[config.mk]
export PLATFORM = sky130hd
export DESIGN_NAME = p23_alu_exec_flat
export DESIGN_NICKNAME = d
export VERILOG_FILES = /design/src/rtl/p23_alu_exec_pkg.sv /design/src/rtl/p23_alu_exec_if.sv /design/src/rtl/p23_alu_cmp.sv /design/src/rtl/p23_alu_exec.sv /design/src/flat_wrapper.sv
export SDC_FILE = /design/constraint.sdc
export NUM_CORES = 1
export LEC_CHECK = 0
export ABC_CLOCK_PERIOD_IN_PS = 13900
export CORE_UTILIZATION = 63
export CTS_CLUSTER_SIZE = 16
export DETAILED_ROUTE_END_ITERATION = 8
export PLACE_DENSITY = 0.95
export SKIP_LAST_GASP = 1
export SYNTH_ARGS = -nofsm -noshare
export SYNTH_HDL_FRONTEND = slang
export SYNTH_SLANG_ARGS = --single-unit
[constraint.sdc]
create_clock -name clk -period 13.9 [get_ports clk]
set_clock_uncertainty 0.15 [all_clocks]
set_input_delay 4.17 -clock clk [delete_from_list [all_inputs] [get_ports clk]]
set_output_delay 4.17 -clock clk [all_outputs]
set_load 0.005 [all_outputs]
[src/rtl/p23_alu_exec_pkg.sv]
// p23_alu_exec_pkg: ALU control codes, exec-unit state encodings and shared widths
package p23_alu_exec_pkg;
  localparam int XLEN = 32;
  localparam int ALU_CTRL_WIDTH = 5;
  localparam int ALU_EXEC_STATE_WIDTH = 2;
  typedef enum logic [ALU_CTRL_WIDTH-1:0] {
    ALU_CTRL_ADD_ADDI, ALU_CTRL_AUIPC, ALU_CTRL_SUB, ALU_CTRL_LUI,
    ALU_CTRL_XOR, ALU_CTRL_OR, ALU_CTRL_AND, ALU_CTRL_SLT, ALU_CTRL_SLTU,
    ALU_CTRL_SLL, ALU_CTRL_SRL, ALU_CTRL_SRA,
    ALU_CTRL_MIN, ALU_CTRL_MAX, ALU_CTRL_MINU, ALU_CTRL_MAXU,
    ALU_CTRL_BEQ, ALU_CTRL_BNE, ALU_CTRL_BLT, ALU_CTRL_BGE, ALU_CTRL_BLTU, ALU_CTRL_BGEU
  } alu_ctrl_e;
  typedef enum logic [ALU_EXEC_STATE_WIDTH-1:0] {
    ALU_EXEC_IDLE, ALU_EXEC_SHIFT, ALU_EXEC_DONE
  } alu_exec_state_e;
  function automatic logic is_shift(input logic [ALU_CTRL_WIDTH-1:0] c);
    return c == ALU_CTRL_SLL || c == ALU_CTRL_SRL || c == ALU_CTRL_SRA;
  endfunction
endpackage

[src/rtl/p23_alu_exec_if.sv]
// p23_alu_exec_if: request/response handshake bundle between control FSM and ALU exec unit
interface p23_alu_exec_if;
  import p23_alu_exec_pkg::*;
  logic                      req_valid;
  logic                      req_ready;
  logic [ALU_CTRL_WIDTH-1:0] ALUControl;
  logic [XLEN-1:0]           a;
  logic [XLEN-1:0]           b;
  logic                      rsp_valid;
  logic                      rsp_ready;
  logic [XLEN-1:0]           result;
  logic                      cond;
  modport master (output req_valid, ALUControl, a, b, rsp_ready,
                  input  req_ready, rsp_valid, result, cond);
  modport slave  (input  req_valid, ALUControl, a, b, rsp_ready,
                  output req_ready, rsp_valid, result, cond);
endinterface

[src/rtl/p23_alu_cmp.sv]
// p23_alu_cmp: shared subtractor giving a-b plus signed/unsigned less-than and equality
module p23_alu_cmp
  import p23_alu_exec_pkg::*;
(
  input  logic [XLEN-1:0] i_a,
  input  logic [XLEN-1:0] i_b,
  output logic [XLEN-1:0] o_diff,
  output logic            o_lt_s,
  output logic            o_lt_u,
  output logic            o_eq
);
  logic [XLEN:0] w_sub;
  assign w_sub  = {1'b0, i_a} - {1'b0, i_b};
  assign o_diff = w_sub[XLEN-1:0];
  assign o_lt_u = w_sub[XLEN];
  // with differing signs the negative operand is the smaller one
  assign o_lt_s = (i_a[XLEN-1] ^ i_b[XLEN-1]) ? i_a[XLEN-1] : w_sub[XLEN];
  assign o_eq   = ~|w_sub[XLEN-1:0];
endmodule

[src/rtl/p23_alu_exec.sv]
// p23_alu_exec: multicycle ALU execute unit with 1 bit/cycle shifts;
// define ALU_EXEC_BARREL_SHIFT_EN for a combinational barrel shifter (all ops single-cycle).
module p23_alu_exec
  import p23_alu_exec_pkg::*;
(
  input  logic             clk,
  input  logic             resetn,
  p23_alu_exec_if.slave    bus
);
  alu_exec_state_e r_state, w_next;
  logic [XLEN-1:0] r_result, w_res, w_diff, w_hold_res;
  logic            r_cond, w_cond, w_lt_s, w_lt_u, w_eq;
  logic            w_accept, w_long, w_last;
  logic [4:0]      w_shamt;

  p23_alu_cmp u_cmp (
    .i_a(bus.a), .i_b(bus.b), .o_diff(w_diff),
    .o_lt_s(w_lt_s), .o_lt_u(w_lt_u), .o_eq(w_eq)
  );

  assign w_shamt       = bus.b[4:0];
  assign w_accept      = bus.req_valid && r_state == ALU_EXEC_IDLE;
  assign bus.req_ready = r_state == ALU_EXEC_IDLE;
  assign bus.rsp_valid = r_state == ALU_EXEC_DONE;
  assign bus.result    = r_result;
  assign bus.cond      = r_cond;

`ifdef ALU_EXEC_BARREL_SHIFT_EN
  assign w_long     = 1'b0;
  assign w_last     = 1'b1;
  assign w_hold_res = r_result;
`else
  logic [4:0]                r_cnt;
  logic [ALU_CTRL_WIDTH-1:0] r_op;
  logic [XLEN-1:0]           w_step;
  assign w_long     = is_shift(bus.ALUControl) && w_shamt != 5'd0;
  assign w_last     = r_cnt == 5'd1;
  assign w_step     = (r_op == ALU_CTRL_SLL) ? {r_result[XLEN-2:0], 1'b0}
                    : {(r_op == ALU_CTRL_SRA) & r_result[XLEN-1], r_result[XLEN-1:1]};
  assign w_hold_res = (r_state == ALU_EXEC_SHIFT) ? w_step : r_result;
  always_ff @(posedge clk) begin
    if (!resetn) begin
      r_cnt <= '0;
      r_op  <= '0;
    end else if (w_accept) begin
      r_cnt <= w_shamt;
      r_op  <= bus.ALUControl;
    end else if (r_state == ALU_EXEC_SHIFT) begin
      r_cnt <= r_cnt - 5'd1;
    end
  end
`endif

  always_comb begin
    w_res  = '0;
    w_cond = 1'b0;
    case (bus.ALUControl)
      ALU_CTRL_ADD_ADDI, ALU_CTRL_AUIPC: w_res = bus.a + bus.b;
      ALU_CTRL_SUB:  w_res = w_diff;
      ALU_CTRL_LUI:  w_res = bus.b;
      ALU_CTRL_XOR:  w_res = bus.a ^ bus.b;
      ALU_CTRL_OR:   w_res = bus.a | bus.b;
      ALU_CTRL_AND:  w_res = bus.a & bus.b;
      ALU_CTRL_SLT:  w_res = {{(XLEN-1){1'b0}}, w_lt_s};
      ALU_CTRL_SLTU: w_res = {{(XLEN-1){1'b0}}, w_lt_u};
      ALU_CTRL_MIN:  w_res = w_lt_s ? bus.a : bus.b;
      ALU_CTRL_MAX:  w_res = w_lt_s ? bus.b : bus.a;
      ALU_CTRL_MINU: w_res = w_lt_u ? bus.a : bus.b;
      ALU_CTRL_MAXU: w_res = w_lt_u ? bus.b : bus.a;
`ifdef ALU_EXEC_BARREL_SHIFT_EN
      ALU_CTRL_SLL:  w_res = bus.a << w_shamt;
      ALU_CTRL_SRL:  w_res = bus.a >> w_shamt;
      ALU_CTRL_SRA:  w_res = $signed(bus.a) >>> w_shamt;
`else
      ALU_CTRL_SLL, ALU_CTRL_SRL, ALU_CTRL_SRA: w_res = bus.a;
`endif
      ALU_CTRL_BEQ:  begin w_res = w_diff; w_cond = w_eq;    end
      ALU_CTRL_BNE:  begin w_res = w_diff; w_cond = ~w_eq;   end
      ALU_CTRL_BLT:  begin w_res = w_diff; w_cond = w_lt_s;  end
      ALU_CTRL_BGE:  begin w_res = w_diff; w_cond = ~w_lt_s; end
      ALU_CTRL_BLTU: begin w_res = w_diff; w_cond = w_lt_u;  end
      ALU_CTRL_BGEU: begin w_res = w_diff; w_cond = ~w_lt_u; end
      default: ;
    endcase
  end

  always_comb begin
    w_next = r_state;
    case (r_state)
      ALU_EXEC_IDLE:  w_next = w_accept ? (w_long ? ALU_EXEC_SHIFT : ALU_EXEC_DONE) : ALU_EXEC_IDLE;
      ALU_EXEC_SHIFT: w_next = w_last ? ALU_EXEC_DONE : ALU_EXEC_SHIFT;
      ALU_EXEC_DONE:  w_next = bus.rsp_ready ? ALU_EXEC_IDLE : ALU_EXEC_DONE;
      default:        w_next = ALU_EXEC_IDLE;
    endcase
  end

  always_ff @(posedge clk) begin
    if (!resetn) begin
      r_state  <= ALU_EXEC_IDLE;
      r_result <= '0;
      r_cond   <= 1'b0;
    end else begin
      r_state <= w_next;
      if (w_accept) begin
        r_result <= w_long ? bus.a : w_res;
        r_cond   <= w_cond;
      end else begin
        r_result <= w_hold_res;
      end
    end
  end
endmodule

[src/flat_wrapper.sv]
// flat-port wrapper written by rule: the top's interface ports become plain ports
module p23_alu_exec_flat import p23_alu_exec_pkg::*;
  (clk, resetn, bus_req_valid, bus_ALUControl, bus_a, bus_b, bus_rsp_ready, bus_req_ready, bus_rsp_valid, bus_result, bus_cond);
  p23_alu_exec_if bus_i ();
  input  logic clk;
  input  logic resetn;
  input wire logic [$bits(bus_i.req_valid)-1:0] bus_req_valid;
  input wire logic [$bits(bus_i.ALUControl)-1:0] bus_ALUControl;
  input wire logic [$bits(bus_i.a)-1:0] bus_a;
  input wire logic [$bits(bus_i.b)-1:0] bus_b;
  input wire logic [$bits(bus_i.rsp_ready)-1:0] bus_rsp_ready;
  output wire logic [$bits(bus_i.req_ready)-1:0] bus_req_ready;
  output wire logic [$bits(bus_i.rsp_valid)-1:0] bus_rsp_valid;
  output wire logic [$bits(bus_i.result)-1:0] bus_result;
  output wire logic [$bits(bus_i.cond)-1:0] bus_cond;
  assign bus_i.req_valid = bus_req_valid;
  assign bus_i.ALUControl = bus_ALUControl;
  assign bus_i.a = bus_a;
  assign bus_i.b = bus_b;
  assign bus_i.rsp_ready = bus_rsp_ready;
  assign bus_req_ready = bus_i.req_ready;
  assign bus_rsp_valid = bus_i.rsp_valid;
  assign bus_result = bus_i.result;
  assign bus_cond = bus_i.cond;
  p23_alu_exec u_core (.clk(clk), .resetn(resetn), .bus(bus_i));
endmodule
Word level (Yosys, flattened, before mapping)

Index checks and enable logic that the tools add are counted.

Register bits after elaboration: 45
Bits of input ports: 73
Output and inout port bits: 35

$add $sub $neg: 3
Eq/ne operators: 26
Muxes and demuxes: 18
Bitwise logic cells: 7
Reductions and logical operators: 13

Operators with widths:

| cell                                             | count |
|---|---|
| one-hot mux 32 bit (13 select lines)             | 1 |
| 2-to-1 mux 32 bit                                | 8 |
| == test 5 x 4 -> 1 bit, second input constant    | 10 |
| subtractor 32 x 32 -> 33 bit                     | 1 |
| adder 32 bit                                     | 1 |
| AND 32 bit                                       | 1 |
| bitwise OR 32 bit                                | 1 |
| OR reduction 32 bit                              | 1 |
| bitwise XOR 32 bit                               | 1 |
| == test 5 bit, second input constant             | 6 |
| == test 5 x 3 -> 1 bit, second input constant    | 4 |
| == test 5 x 1 -> 1 bit, second input constant    | 2 |
| == test 5 x 2 -> 1 bit, second input constant    | 2 |
| 2-to-1 mux 5 bit                                 | 2 |
| 2-to-1 mux 2 bit                                 | 4 |
| OR reduction 7 bit                               | 1 |
| one-hot mux 1 bit (6 select lines)               | 1 |
| one-hot mux 2 bit (3 select lines)               | 1 |
| logical NOT 5 bit                                | 1 |
| nonzero test 5 bit                               | 1 |
| subtractor 5 x 1 -> 5 bit, second input constant | 1 |
| OR reduction 3 bit                               | 1 |
| == test 2 x 1 -> 1 bit, second input constant    | 1 |
| == test 2 bit, second input constant             | 1 |
| other kinds (10)                                 | 13 |

Longest topological paths before layout

Gate-level depths: netlist of run 1.

Word-level depth: 7
Depth in mapped cells: 16

Modules after synthesis

From an unflattened synthesis of run 1, not the netlist that was laid out.

Cell total of the unflattened synthesis: 1209
Area total of the unflattened synthesis: 8323.0 um^2

Modules (own cells, without submodules):

| module       | instances | cells an instance | area each (um^2) | sequential area each (um^2) |
|---|---|---|---|---|
| p23_alu_exec | 1         | 934               | 6458.7           | 900.9 |
| p23_alu_cmp  | 1         | 275               | 1864.3           | 0.0 |

Worst setup path after synthesis of run 1

OpenSTA, ideal clock, no wires.

Path kind: input port to flip-flop
From: in bus_a[0]
To: reg u_core.r_result[12], in the netlist u_core.bus.result[12]
Library setup time: 0.124 ns
Data arrival time: 7.002 ns
Required time: 13.626 ns
Slack: 6.625 ns
Stages on the path: 15
Buffers on the path: 1
Path through: inv_1 ha_1 fa_1 nor3_1 o31ai_1 nand3_1 o21a_1 a21o_1 o211ai_2 xor2_2 buf_4 mux2i_1 o221ai_1 a222oi_1 nor2_1

Longest elaborated chain between the ends: 6

RTL lines:

| what                                   | RTL line                               | RTL |
|---|---|---|
| from (decl)                            | flat_wrapper.sv:9                      | `input wire logic [$bits(bus_i.a)-1:0] bus_a;` |
| subtractor 32 x 32 -> 33 bit           | p23_alu_cmp.sv:13                      | `assign w_sub = {1'b0, i_a} - {1'b0, i_b};` |
| 2-to-1 mux 1 bit                       | p23_alu_cmp.sv:17                      | `assign o_lt_s = (i_a[XLEN-1] ^ i_b[XLEN-1]) ? i_a[XLEN-1] : w_sub[XLEN];` |
| 2-to-1 mux 32 bit (on tied branches)   | p23_alu_exec.sv:67, p23_alu_exec.sv:66 |  |
| one-hot mux 32 bit (13 select lines) * | p23_alu_exec.sv:57                     | `case (bus.ALUControl)` |
| 2-to-1 mux 32 bit *                    | p23_alu_exec.sv:105                    | `r_result <= w_long ? bus.a : w_res;` |
| 2-to-1 mux 32 bit *                    | p23_alu_exec.sv:104                    | `if (w_accept) begin` |
| to (signal assigned)                   | p23_alu_exec.sv:105                    |  |
| to (signal assigned)                   | p23_alu_exec.sv:108                    | `r_result <= w_hold_res;` |
| to (decl)                              | p23_alu_exec.sv:11                     | `logic [XLEN-1:0] r_result, w_res, w_diff, w_hold_res;` |

Every way passes the cells marked *; elsewhere a longest branch is shown, timed or not.
A chain may end at the register's enable or synchronous reset.

Final worst setup path of run 1

From: in bus_b[2]
To: reg u_core.r_result[5], in the netlist u_core.bus.result[5]

Longest elaborated chain between the ends: 6

RTL lines:

| what                                 | RTL line                               | RTL |
|---|---|---|
| from (decl)                          | flat_wrapper.sv:10                     | `input wire logic [$bits(bus_i.b)-1:0] bus_b;` |
| subtractor 32 x 32 -> 33 bit         | p23_alu_cmp.sv:13                      |  |
| 2-to-1 mux 1 bit                     | p23_alu_cmp.sv:17                      |  |
| 2-to-1 mux 32 bit (on tied branches) | p23_alu_exec.sv:67, p23_alu_exec.sv:66 |  |
| one-hot mux 32 bit (13 select lines) | p23_alu_exec.sv:57                     |  |
| 2-to-1 mux 32 bit *                  | p23_alu_exec.sv:105                    |  |
| 2-to-1 mux 32 bit *                  | p23_alu_exec.sv:104                    |  |

Marks and branches as above.

==> impl_metrics.env, run 1 <==
export IMPL_synth_common_cells="nand2_1, nor2_1, a21oi_1"
export IMPL_synth_cells=1300
export IMPL_grt_pass1_vias=10080
export IMPL_ios=108
export IMPL_vias=10890
export IMPL_setup_violations=0
export IMPL_fp_row_count=43
export IMPL_worstSetupPathType="input port to flop"
export IMPL_postCtsResizedCells=0
export IMPL_critPathLaunchType="input port"
export IMPL_clock_sinks=45
export IMPL_clock_latency_ns=0.31
export IMPL_cap_violations=0
export IMPL_nets=1515
export IMPL_end_kind="flop"
export IMPL_synth_seq_area_share_pct=10.02
export IMPL_numPortBuffers=107
export IMPL_crit_chain="clkdlybuf4s50_1 -> inv_1 -> ha_1 -> nor3_1 -> o31ai_1 -> nand3_1 -> o21a_1 -> a21o_1 -> o211ai_2 -> xor2_4 -> buf_4 -> mux2i_1 -> o21ai_1 -> a222oi_1 -> nor2_1"
export IMPL_crit_start="bus_b[2]"
export IMPL_p_leak_nw=4.198
export IMPL_numCtsBuffers=5
export IMPL_die_h_um=121.4
export IMPL_synth_ff_type="dfxtp_1"
export IMPL_drcViolationCount=0
export IMPL_synth_edff_count=0
export IMPL_viasPerCell=7.162
export IMPL_yosys_top_cells_area="ha_1, dfxtp_1, a21oi_1"
export IMPL_syn_area_mm2=0.008987
export IMPL_synth_top_area_cell="ha_1"
export IMPL_timing_hold_ws_ns=0.3230
export IMPL_synth_most_common_cell="nand2_1"
export IMPL_ir_drop_mv=0.04991
export IMPL_grt_util_all_layers_pct=44.68
export IMPL_drt_iter0_drc=1722
export IMPL_drive_gt1_share_pct=4.922
export IMPL_async_reset_ff_share_pct=0
export IMPL_crit_buf_inv=3
export IMPL_reg2reg_from="u_core.r_state[0]"
export IMPL_grt_overflow_total=0
export IMPL_worst_path_max_fanout=21
export IMPL_wl_um=33280
export IMPL_ant_nets=0
export IMPL_first_pass_iters=7
export IMPL_hold_path_class="flop to flop"
export IMPL_start_util_pct=64.75
export IMPL_tightest_slew_ns=1.186
export IMPL_power_per_cell_area_mw_per_mm2=67.98
export IMPL_cts_tree="done"
export IMPL_syn_nets=1475
export IMPL_crit_slowest_cell="clkdlybuf4s50_1"
export IMPL_relSlewSlack_pct=20.57
export IMPL_clkTransAtPathRegs_ns=0.07
export IMPL_dieArea_mm2=0.01475
export IMPL_syn_avg_cell_area_um2=6.913
export IMPL_status="completed"
export IMPL_synth_top_area_share_pct=13.92
export IMPL_max_stage_delay_ns=0.63
export IMPL_grt_max_degree=48
export IMPL_wl_per_cell_um=21.88
export IMPL_rsz0062_at_grt="no"
export IMPL_max_freq_mhz=112.5
export IMPL_place_area_mm2=0.01007
export IMPL_cts_root_buf="clkbuf_16"
export IMPL_period_share_pct=63.94
export IMPL_arrival_ns=8.93
export IMPL_hold_violations=0
export IMPL_grt_pass1_wl_um=52000
export IMPL_routabilityCongestion=0.9925
export IMPL_final_area_mm2=0.01021
export IMPL_min_delay_start="u_core.r_op[4]"
export IMPL_cpLargestDelayFamily="compound AO/OA/AOI/OAI gates"
export IMPL_hpwl_um=23420
export IMPL_ys_types=86
export IMPL_min_period_ns=8.888
export IMPL_cts_buffer_depth=2
export IMPL_ctsHoldBuffers=0
export IMPL_syn_to_final_growth_pct=13.63
export IMPL_fin_setup_tns_ns=0
export IMPL_htree_num_levels=2
export IMPL_cts_setup_buffers=0
export IMPL_core_area_mm2=0.01388
export IMPL_ys_seq_elements=45
export IMPL_worstPathRequired_ns=13.94
export IMPL_synth_warnings=0
export IMPL_diodes=0
export IMPL_fp_dieW_um=121.4
export IMPL_grt_antenna_before_repair=0
export IMPL_finalMaxSlewViolations=0
-- kinds of logic (layout without fill, tap and decap cells) --
kind of cell | Yosys count | in the layout | share of synthesized area, %
AOI/OAI and AO/OA | 485 | 485 | 37.88
DFF | 45 | 45 | 10.02
muxes | 40 | 40 | 4.511
buffers and inverters | 181 | 222 | 8.019
and+or+nand+nor | 409 | 409 | 21.41
adders and majority gates | 102 | 102 | 14.37
xor gates and xnor gates | 38 | 38 | 3.787
-- layout by cell type (no fill, tap or decap), types with 14 or more instances in the layout --
cell type,n
a211oi_1,25
a21o_1,20
a21oi_1,115
a221oi_1,24
a222oi_1,23
a22oi_1,14
a31oi_1,28
buf_4,18
clkdlybuf4s50_1,107
dfxtp_1,45
ha_1,100
inv_1,84
mux2i_1,36
nand2_1,141
nand3_1,31
nor2_1,116
nor2b_1,22
nor3_1,14
nor4_1,16
o21ai_0,54
o21ai_1,16
o21bai_1,14
o22ai_1,22
o31ai_1,18
xnor2_1,32
-- metal layers --
layer	vias to the layer above	part of all wire [%]	global-route usage (%)
li1	4945	-	-
met1	5010	38	54.98
met2	791	45	70.92
met3	147	12	10.06
met4	0	5.1	26.08
met5	-	0	0
-- worst paths after layout --
| kind | end | slack, ns | cells after the start |
|---|---|---|---|
| max | u_core.bus.result[5] | 5.01 | 15 |
| max reg2reg | u_core.bus.result[0] | 10.42 | 8 |
| min | u_core.r_op[4] | 0.32 | 2 |
| min reg2reg | u_core.r_op[4] | 0.32 | 2 |
-- flip-flops by register name (all words and copies together) (netlist names) --
register           count
u_core.r_op            5
u_core.r_state         2
u_core.bus.result     32
u_core.r_cnt           5
u_core.bus.cond        1
-- power by group --
group	internal, mW	switching, mW
Combinational	0.163	0.246
Sequential	0.141	0.0127
Clock	0.0671	0.0648
Total	0.371	0.324
-- final cells by class --
class                           instances  area [um2]
Multi-Input combinational cell       1074        7402
Clock buffer                            6       128.9
Timing Repair Buffer                  125        1206
Inverter                               89       334.1
Sequential cell                        45       900.9
Fill cell                            1193        3669
Tap cell                              180       225.2
Clock inverter                          2       15.01
-- metrics by stage --
stage,setup slack [ns],power (mW),cells,util (%)
after detailed placement,4.855,0.5477,1513,72.53
after global routing,4.725,0.7284,1521,73.57
after CTS,5.133,0.6784,1521,73.57
final,5.012,0.6942,1521,73.57
after global placement,4.984,0.5402,1513,72.53
after floorplan,6.625,0.4242,1300,-
-- worst reg2reg max path, delay by kind of cell, from the launching register on --
kind            cells  cell delay (ns)
simple gates        4             1.96
compound gates      3             0.51
buf+inv             1             0.39
flops               1             0.37
No activity file was read; power rests on OpenSTA's default activity.
==> run 2: changes to the inputs <==
--- a/config.mk
+++ b/config.mk
@@ -5,11 +5,11 @@
 export SDC_FILE = /design/constraint.sdc
 export NUM_CORES = 1
 export LEC_CHECK = 0
-export ABC_CLOCK_PERIOD_IN_PS = 13900
-export CORE_UTILIZATION = 63
+export ABC_CLOCK_PERIOD_IN_PS = 7400
+export CORE_UTILIZATION = 53
 export CTS_CLUSTER_SIZE = 16
 export DETAILED_ROUTE_END_ITERATION = 8
-export PLACE_DENSITY = 0.95
+export PLACE_DENSITY = 0.89
 export SKIP_LAST_GASP = 1
 export SYNTH_ARGS = -nofsm -noshare
 export SYNTH_HDL_FRONTEND = slang
==> constraint.sdc (replaced) <==
create_clock -name clk -period 7.4 [get_ports clk]
set_clock_uncertainty 0.15 [all_clocks]
set_input_delay 2.22 -clock clk [delete_from_list [all_inputs] [get_ports clk]]
set_output_delay 2.22 -clock clk [all_outputs]
set_load 0.005 [all_outputs]
==> impl_metrics.env, run 2 (synthesis results as in run 1) <==
export IMPL_ir_drop_mv=0.09671
export IMPL_wl_per_cell_um=21.28
export IMPL_report_power_total_mw=1.355
export IMPL_htree_num_levels=2
export IMPL_start_util_pct=54.19
export IMPL_first_pass_iters=8
export IMPL_hpwl_um=23900
export IMPL_min_to="u_core.r_op[0]"
export IMPL_rsz0062_at_grt="no"
export IMPL_diodes=0
export IMPL_core_area_mm2=0.01658
export IMPL_syn_to_final_growth_pct=15.12
export IMPL_min_period_ns=6.568
export IMPL_ant_nets=0
export IMPL_layout_common_cells="nand2_1, nor2_1, a21oi_1"
export IMPL_ctsHoldBuffers=0
export IMPL_instances_no_fill=1569
export IMPL_multi_input_area_mm2=0.007402
export IMPL_p_leak_nw=4.257
export IMPL_drive_gt1_share_pct=5.486
export IMPL_drt_iter0_drc=1343
export IMPL_ff2ff_path_depth=8
export IMPL_arrival_ns=6.56
export IMPL_grt_util_all_layers_pct=37.36
export IMPL_rrSetupSlack_ns=4.24
export IMPL_hold_violations=0
export IMPL_grt_antenna_before_repair=0
export IMPL_min_delay_start="u_core.r_op[0]"
export IMPL_place_ws_ns=0.6108
export IMPL_wl_met3_um=3524
export IMPL_finalMaxSlewViolations=0
export IMPL_cts_buffer_depth=2
export IMPL_worstPathRequired_ns=7.40
export IMPL_seq_area_um2=900.9
export IMPL_fin_setup_tns_ns=0
export IMPL_dieArea_mm2=0.01748
export IMPL_numCtsBuffers=5
export IMPL_critPathLaunchType="input port"
export IMPL_final_area_mm2=0.01035
export IMPL_placedCellCount=1561
export IMPL_wl_met2_um=15150
export IMPL_clock_latency_ns=0.32
export IMPL_wl_um=33390
export IMPL_worst_path_max_fanout=11
export IMPL_period_share_pct=88.76
export IMPL_fp_dieW_um=132.2
export IMPL_worstSetupPathType="input port to flop"
export IMPL_vias=10880
export IMPL_fp_row_count=47
export IMPL_hold_path_depth=2
export IMPL_grt_pass1_wl_um=53360
export IMPL_viasPerCell=6.934
export IMPL_cts_setup_buffers=0
export IMPL_clock_sinks=45
export IMPL_relSlewSlack_pct=25.16
export IMPL_largest_reg_flops=32
export IMPL_routabilityCongestion=0.9950
export IMPL_ios=108
export IMPL_final_common_cell="nand2_1"
export IMPL_grt_overflow_total=0
export IMPL_end_kind="flop"
export IMPL_place_area_mm2=0.01018
export IMPL_cts_tree="done"
export IMPL_max_freq_mhz=152.2
export IMPL_drcViolationCount=0
export IMPL_postCtsResizedCells=0
export IMPL_nets=1523
export IMPL_cap_violations=0
export IMPL_tightest_slew_ns=1.118
export IMPL_timing_final_ws_setup_ns=0.8317
export IMPL_drt_met1_wl_um=13300
export IMPL_hold_path_class="flop to flop"
export IMPL_fillers=1521
export IMPL_die_h_um=132.2
export IMPL_status="completed"
export IMPL_numPortBuffers=107
export IMPL_highest_layer="met4"
export IMPL_setup_violations=0
export IMPL_r2r_end="u_core.bus.result[18]"
export IMPL_grt_max_degree=48
export IMPL_cts_root_buf="clkbuf_16"
export IMPL_reg2reg_from="u_core.r_state[0]"
export IMPL_power_per_cell_area_mw_per_mm2=130.9
export IMPL_clkTransAtPathRegs_ns=0.08
export IMPL_grt_pass1_vias=10440
[run 2: where the power goes]
group / leakage [nW] / internal [mW] / switching [mW]
registers: 0.370 / 0.264 / 0.0247
clock network: 0.0810 / 0.161 / 0.130
logic: 3.81 / 0.314 / 0.461
[run 2: layout make-up]
type,count,area share [%]
multi-input combinational,1074,71.54
clock inverter,2,0.3749
inverter,89,3.229
clock buffer,6,1.246
tap,220,2.661
sequential,45,8.707
timing repair buffer,133,12.24
[run 2: how the worst max path moves through the flow]
| stage | from | to | slack (ns) | cells past startpoint |
|---|---|---|---|---|
| CTS | bus_a[15] | u_core.bus.result[1] | 0.94 | 15 |
| floorplan | bus_a[0] | u_core.bus.result[12] | 2.07 | 15 |
| global placement | bus_a[15] | u_core.bus.result[10] | 0.70 | 15 |
| global route | bus_a[15] | u_core.bus.result[1] | 0.55 | 15 |
| detailed placement | bus_a[15] | u_core.bus.result[1] | 0.61 | 15 |
| finish | bus_b[3] | u_core.bus.result[18] | 0.83 | 15 |
[run 2: per-stage QoR]
stage	hold slack [ns]	util, %
detailed placement	0.3123	61.38
finish	0.3236	62.39
global route	0.3371	62.39
floorplan	0.2883	-
global placement	0.2983	61.38
CTS	0.3224	62.39
[run 2: critical path: stages]
cell             delay [ns]
clkdlybuf4s50_1        0.57
inv_1                  0.13
ha_1                   0.47
nor3_1                 0.09
o31ai_1                0.50
nand3_1                0.18
o21a_1                 0.27
a21o_1                 0.26
o211ai_2               0.29
xor2_4                 0.52
buf_4                  0.33
mux2i_1                0.20
nor2_1                 0.05
a2111oi_0              0.38
a211oi_1               0.09
[run 2: routing by layer]
| layer | up-vias | global-route usage, % |
|---|---|---|
| li1 | 4940 | - |
| met1 | 5080 | 47.00 |
| met2 | 720 | 60.96 |
| met3 | 140 | 6.267 |
| met4 | 0 | 19.99 |
| met5 | - | 0 |
